`config.mk`:
```
export PLATFORM = sky130hd
export DESIGN_NAME = fifo2axi
export DESIGN_NICKNAME = d
export VERILOG_FILES = /design/src/rtl/fifo2axi_pkg.sv /design/src/rtl/fifo2axi_addr_gen.sv /design/src/rtl/fifo2axi.sv
export SDC_FILE = /design/constraint.sdc
export NUM_CORES = 1
export LEC_CHECK = 0
export ABC_AREA = 1
export BUFFER_PORTS_ARGS = -buffer_cell sky130_fd_sc_hd__buf_4
export CELL_PAD_IN_SITES_DETAIL_PLACEMENT = 0
export CELL_PAD_IN_SITES_GLOBAL_PLACEMENT = 1
export CORE_ASPECT_RATIO = 2
export CORE_MARGIN = 2
export CORE_UTILIZATION = 37
export CTS_CLUSTER_SIZE = 30
export DETAILED_ROUTE_END_ITERATION = 16
export PLACE_DENSITY = 0.81
export SLEW_MARGIN = 20
export SYNTH_ARGS = -nofsm -noshare
export SYNTH_HDL_FRONTEND = slang
export SYNTH_SLANG_ARGS = --single-unit
```
`constraint.sdc`:
```
create_clock -name clk -period 2.85 [get_ports clk]
set_input_delay 0.4275 -clock clk [delete_from_list [all_inputs] [get_ports clk]]
set_output_delay 0.4275 -clock clk [all_outputs]
set_load 0.1 [all_outputs]
```
`src/rtl/fifo2axi_pkg.sv`:
```
// Shared types and constants for the FIFO-to-AXI4 frame writer.
package fifo2axi_pkg;

  typedef enum logic [1:0] {
    ST_IDLE,
    ST_ADDR,
    ST_DATA,
    ST_RESP
  } state_e;

  localparam logic [1:0] AXI_BURST_INCR = 2'd1;
  localparam logic [2:0] AXI_SIZE_64    = 3'd3;
  localparam logic [1:0] BRESP_OKAY     = 2'b00;

  function automatic logic [7:0] burst_len(input logic [7:0] rem, input logic [7:0] max_len);
    return (rem < max_len) ? rem : max_len;
  endfunction

endpackage

```
`src/rtl/fifo2axi_addr_gen.sv`:
```
// Frame walker: tracks line base, burst address, beats left in the line and lines left,
// and precomputes the length of the next burst.
module fifo2axi_addr_gen
  import fifo2axi_pkg::*;
(
  input  logic        clk,
  input  logic        rst_n,
  input  logic        load,
  input  logic        aw_fire,
  input  logic        advance,
  input  logic [10:0] cfg_img_width,
  input  logic [10:0] cfg_img_height,
  input  logic [10:0] cfg_stride,
  input  logic [31:0] cfg_map_ba,
  input  logic [7:0]  cfg_max_burst_length,
  output logic [31:0] addr,
  output logic [7:0]  awlen,
  output logic        last_burst
);

  logic [31:0] line_base, next_base;
  logic [7:0]  beat_rem, line_beats;
  logic [10:0] line_cnt;

  assign line_beats = 8'(cfg_img_width >> 3);
  assign next_base  = line_base + {21'b0, cfg_stride};
  // Valid in RESP: beat_rem was already reduced when the burst was issued.
  assign last_burst = (beat_rem == 8'd0) && (line_cnt == 11'd1);

  always_ff @(posedge clk or negedge rst_n) begin
    if (!rst_n) begin
      line_base <= '0;
      addr      <= '0;
      beat_rem  <= '0;
      line_cnt  <= '0;
      awlen     <= '0;
    end else if (load) begin
      line_base <= cfg_map_ba;
      addr      <= cfg_map_ba;
      line_cnt  <= cfg_img_height;
      beat_rem  <= line_beats;
      awlen     <= burst_len(line_beats, cfg_max_burst_length) - 8'd1;
    end else if (aw_fire) begin
      beat_rem  <= beat_rem - (awlen + 8'd1);
    end else if (advance) begin
      if (beat_rem == 8'd0) begin
        line_base <= next_base;
        addr      <= next_base;
        line_cnt  <= line_cnt - 11'd1;
        beat_rem  <= line_beats;
        awlen     <= burst_len(line_beats, cfg_max_burst_length) - 8'd1;
      end else begin
        addr      <= addr + {21'b0, awlen + 8'd1, 3'b0};
        awlen     <= burst_len(beat_rem, cfg_max_burst_length) - 8'd1;
      end
    end
  end

endmodule

```
`src/rtl/fifo2axi.sv`:
```
// AXI4 write master: drains a first-word-fall-through pixel FIFO into a strided frame
// in memory, one outstanding burst at a time.
module fifo2axi
  import fifo2axi_pkg::*;
#(
  parameter int ADDR_WIDTH = 5
) (
  input  logic                  clk,
  input  logic                  rst_n,
  input  logic                  awready,
  output logic [31:0]           awaddr,
  output logic [7:0]            awlen,
  output logic [1:0]            awburst,
  output logic [2:0]            awsize,
  output logic                  awvalid,
  input  logic                  wready,
  output logic [63:0]           wdata,
  output logic [7:0]            wstrb,
  output logic                  wlast,
  output logic                  wvalid,
  input  logic                  bvalid,
  input  logic [1:0]            bresp,
  output logic                  bready,
  input  logic                  cfg_blk_en,
  input  logic [10:0]           cfg_img_width,
  input  logic [10:0]           cfg_img_height,
  input  logic [10:0]           cfg_stride,
  input  logic [31:0]           cfg_map_ba,
  input  logic [7:0]            cfg_max_burst_length,
  input  logic                  cfg_reverse_pixel,
  input  logic [ADDR_WIDTH-1:0] fifo_words_used,
  input  logic                  fifo_full,
  input  logic                  fifo_empty,
  input  logic [63:0]           fifo_data,
  output logic                  fifo_pop,
  output logic                  sts_done,
  output logic                  sts_err
);

  state_e      state, state_nxt;
  logic        blk_en_d, start, load, aw_fire, w_fire, b_fire, last_burst;
  logic [7:0]  beat_cnt;
  logic [8:0]  occ;
  logic [63:0] data_rev;

  assign start   = cfg_blk_en & ~blk_en_d;
  assign load    = (state == ST_IDLE) && start;
  assign occ     = 9'({fifo_full, fifo_words_used});
  assign awburst = AXI_BURST_INCR;
  assign awsize  = AXI_SIZE_64;
  assign wstrb   = 8'hFF;

  fifo2axi_addr_gen u_addr_gen (
    .clk                  (clk),
    .rst_n                (rst_n),
    .load                 (load),
    .aw_fire              (aw_fire),
    .advance              (b_fire),
    .cfg_img_width        (cfg_img_width),
    .cfg_img_height       (cfg_img_height),
    .cfg_stride           (cfg_stride),
    .cfg_map_ba           (cfg_map_ba),
    .cfg_max_burst_length (cfg_max_burst_length),
    .addr                 (awaddr),
    .awlen                (awlen),
    .last_burst           (last_burst)
  );

  // Only this block pops the FIFO, so occupancy cannot fall while awvalid is high.
  assign awvalid = (state == ST_ADDR) && (occ >= 9'(awlen) + 9'd1);
  assign aw_fire = awvalid & awready;

  generate
    for (genvar i = 0; i < 8; i++) begin : g_rev
      assign data_rev[8*i +: 8] = fifo_data[8*(7-i) +: 8];
    end
  endgenerate

  assign wvalid   = (state == ST_DATA) & ~fifo_empty;
  assign wdata    = (state != ST_DATA) ? 64'd0 : (cfg_reverse_pixel ? data_rev : fifo_data);
  assign wlast    = (state == ST_DATA) && (beat_cnt == awlen);
  assign w_fire   = wvalid & wready;
  assign fifo_pop = w_fire;
  assign bready   = (state == ST_RESP);
  assign b_fire   = bvalid & bready;

  always_comb begin
    state_nxt = state;
    unique case (state)
      ST_IDLE: if (start)           state_nxt = ST_ADDR;
      ST_ADDR: if (aw_fire)         state_nxt = ST_DATA;
      ST_DATA: if (w_fire && wlast) state_nxt = ST_RESP;
      ST_RESP: if (b_fire)          state_nxt = (last_burst || !cfg_blk_en) ? ST_IDLE : ST_ADDR;
      default:                      state_nxt = ST_IDLE;
    endcase
  end

  always_ff @(posedge clk or negedge rst_n) begin
    if (!rst_n) begin
      state    <= ST_IDLE;
      blk_en_d <= 1'b0;
      beat_cnt <= '0;
      sts_done <= 1'b0;
      sts_err  <= 1'b0;
    end else begin
      state    <= state_nxt;
      blk_en_d <= cfg_blk_en;
      if (aw_fire)     beat_cnt <= '0;
      else if (w_fire) beat_cnt <= beat_cnt + 8'd1;
      if (load) begin
        sts_done <= 1'b0;
        sts_err  <= 1'b0;
      end else if (b_fire) begin
        if (bresp != BRESP_OKAY) sts_err  <= 1'b1;
        if (last_burst)          sts_done <= 1'b1;
      end
    end
  end

endmodule

```
==> results.env <==
OUTCOME='complete, no violations'
CLKTRANSATPATHREGS_PS=80
SYNTHDOMINANTAREACELLTYPE='dfrtp_1'
YOSYS.CELL_TYPES.COUNT=47
DESIGN.PORTCOUNT=277
GLOBALPLACE.CONGESTION=0.950
CTS-ROOT-TO-SINK-BUFFERS=2
AREA_DELTA_SYNTH_FINAL_PCT=33.9
SYNTHESIZED_FLOP_AND_LATCH_TOTAL=104
FLOORPLAN.INITIALDENSITY_PCT=37.5
GRT_MAX_DEGREE=73
FINAL_HOLD_VIOLATING_ENDPOINTS=0
DETAIL_ROUTE.DRC_VIOLATIONS=0
FILLERS=2792
MIN_PATH_TYPE='primary input to asynchronous set/reset pin'
MOSTFREQUENTLAYOUTCELL='nand2_1'
DIEAREA_SQ_UM=28000
TRITONCTS.NUM_BUFFERS=9
P_PER_AREA_nW_PER_UM2=1220
ANTENNA_LEFT=0
FINALSETUPVIOLCOUNT=0
FIRST_GLOBAL_VIAS=11600
CLK_ROOT_BUFFER_CELL='clkbuf_16'
PLACE.DETAILED.HPWL_UM=30900
DRT_PRE_ANTENNA_ITERS=6
FINAL.SETUP_SKEW_PS=10.5
TIMING.FINAL.CRIT_PERIOD_PS=2700
SYNTHESIS.AREA_PER_INSTANCE_SQ_UM=6.19
LAYOUT.CORE_UTILIZATION_PCT=50.2
FINISH.NET_COUNT=2093
GLOBALROUTEOVERFLOWTOTAL=0
SYNTH.YOSYS.SEQ_AREA_SHARE_PCT=26.4
CP_DATA_REQUIRED_TIME_PS=2420
DETAIL_ROUTE.VIAS_PER_CELL=5.10
NUMBER_OF_STANDARD_CELLS_IN_THE_FINAL_LAYOUT_EXCLUDING_FILLERS=2239
SYNTH_ENABLE_FLOP_CELLS=0
MAX_CAP_VIOLATIONS=0
TIMING.SLEW.HEADROOM_PCT=57.3
TIMING_WORST_SETUP_PATH_TYPE='register to output pin'
CLOCK_INSERTION_DELAY_WORST_SKEW_PS=380
CP_DATA_ARRIVAL_TIME_PS=2270
LAYOUT.CELLS.MOST_COMMON_LIST='389 x nand2_1, 339 x buf_4, 193 x nor2_1'
FINAL_CRITICAL_PATH_SETUP_SLACK_PS=149
GRT_PASS1_WL_UM=59400
LAYOUT_WORST_PATH_CYCLE_SHARE_PCT=94.8
CORE_AREA_SQ_UM=26300
CORE.ROWCOUNT=84
MAX_FREQ_MHz=370
VIA_COUNT=11400
DIE_HEIGHT_UM=235
SYNTHESIS.INSTANCES=1592
NUM_ANTENNA_CELLS=0
WL_UM=38000
H-TREE-DEPTH=3
CTS_SINKS=104
GRT.TOTAL_USAGE_PCT=27.0
VDD_DROP_MAX_mV=0.804
P_LEAK_nW=6.76
CRITICAL_PATH.ENDPOINT_TYPE='output pin'
YOSYS-TOP-CELLS-AREA='dfrtp_1 26%, nand2_1 15%, nor2_1 9.8%'
SETUP-TNS-FINAL_PS=0
CTS_TREE='built'
DETAIL_ROUTE.ITER0.VIOLATIONS=586
POST-SYNTH-TOP-AREA-FRACTION_PCT=26.4
PLACED_CELL_COUNT=2213
PORT-BUFFER-COUNT=260
UNREPAIRED_SETUP_ENDPOINTS_AFTER_GLOBAL_ROUTING='true'
DETAIL_ROUTE.WL_PER_CELL_UM=17.0
PRECTSSETUPSLACK_PS=4.73
YOSYSWARNINGCOUNT=0
SYNTHFLOPTYPE='dfrtp_1'
CRITPATHMAXFANOUT=5
POST_SYNTHESIS_INSTANCE_AREA_SQ_UM=9850
ANTENNA_FOUND_INITIAL=0
TIGHTESTPINTRANSITION_PS=636
DIE_X_UM=119
FINAL-MAX-SLEW-VIOLATION-COUNT=0
CRIT_PATH_START_KIND='register'
DRIVE_GT1_SHARE_PCT=25.4
ASYNC_FLOP_SHARE_PCT=100
timing repair:
action / in CTS / in global routing
gates resized for setup: 1 / 26
pin swaps: 0 / 9
hold buffers: 0 / 0
endpoints found under the setup margin: 1 / 28
setup buffers: 0 / 10
cell usage after synthesis (17+ instances only):
| library cell | count |
|---|---|
| a21oi_1 | 70 |
| a31oi_1 | 23 |
| buf_4 | 17 |
| clkbuf_1 | 30 |
| dfrtp_1 | 104 |
| ha_1 | 47 |
| inv_1 | 174 |
| nand2_1 | 395 |
| nand3_1 | 114 |
| nand4_1 | 18 |
| nor2_1 | 257 |
| nor3_1 | 34 |
| o21ai_0 | 147 |
| xor2_1 | 31 |
path summary, 6_finish.rpt:
check / from / cells past startpoint / endpoint / slack [ps]
worst min register to register: u_addr_gen.line_base[0]$_DFFE_PN0P_ / 2 / u_addr_gen.line_base[0]$_DFFE_PN0P_ / 490
worst min-delay path: rst_n / 1 / beat_cnt[1]$_DFFE_PN0P_ / 0.03
worst max-delay path: u_addr_gen.awlen[0]$_DFFE_PN0P_ / 12 / awvalid / 150
min in group clk: cfg_blk_en / 1 / blk_en_d$_DFF_PN0_ / 170
worst max register to register: u_addr_gen.awlen[0]$_DFFE_PN0P_ / 13 / u_addr_gen.addr[29]$_DFFE_PN0P_ / 160
max in group asynchronous: rst_n / 2 / u_addr_gen.line_base[6]$_DFFE_PN0P_ / 2030
worst max-delay path, cell delays in order, from the launching register on:
cell	delay, ps
dfrtp_2	490
ha_4	300
inv_2	60
ha_1	260
o21ai_0	80
nand3b_1	100
nand2_1	70
nand2_1	50
nand2_1	60
nand3_2	90
nand2_1	120
inv_4	50
buf_8	170
sequential cells by signal, summed over array words and instances, names as in the netlist:
register,flops
sts_done,1
u_addr_gen.beat_rem,8
sts_err,1
u_addr_gen.addr,32
beat_cnt,8
u_addr_gen.line_cnt,11
u_addr_gen.line_base,32
blk_en_d,1
u_addr_gen.awlen,8
state,2
cell families (layout without fill, tap and decap cells):
group | after synthesis | after routing | share of synthesized area (%)
AND/OR/NAND/NOR | 861 | 861 | 36.9
flip-flops | 104 | 104 | 26.4
other | 2 | 13 | 0.0762
XOR/XNOR | 41 | 41 | 3.64
buffers and inverters | 252 | 544 | 10.8
adder cells (fa/ha/maj) | 50 | 50 | 6.58
AO/OA/AOI/OAI | 282 | 282 | 15.6
report_power, final:
part	total, mW	switching, mW	internal [mW]	leakage (nW)
clock	1.35	0.639	0.715	0.147
combinational	11.8	8.46	3.35	5.38
sequential	2.88	0.781	2.10	1.23
total	16.0	9.88	6.16	6.76
metrics by stage:
stage / hold WS (ps) / area (sq um) / power, mW
floorplan: 132 / 10100 / 11.3
global placement: 424 / 12700 / 14.3
detailed placement: 424 / 12700 / 14.5
CTS: 9.10 / 13000 / 15.9
global route: 37.3 / 13200 / 17.2
finish: 0.0282 / 13200 / 16.0
final cells by class:
cell class,instances,area (sq um),area share [%]
multi-input cells,1247,6490,49.2
repair buffers,345,2650,20.1
flip-flops and latches,104,2610,19.8
inverters,183,694,5.27
well taps,344,430,3.26
clock buffers,11,243,1.84
clock inverters,5,63.8,0.484
per-layer routing:
metal | track usage [%] | vias to the layer above | wire length [um]
li1 | - | 5738 | -
met1 | 25.6 | 5233 | 12800
met2 | 53.2 | 362 | 21200
met3 | 4.85 | 95 | 1930
met4 | 14.6 | 0 | 2060
met5 | 0 | - | 0
Power figures use the tool's default switching activity.
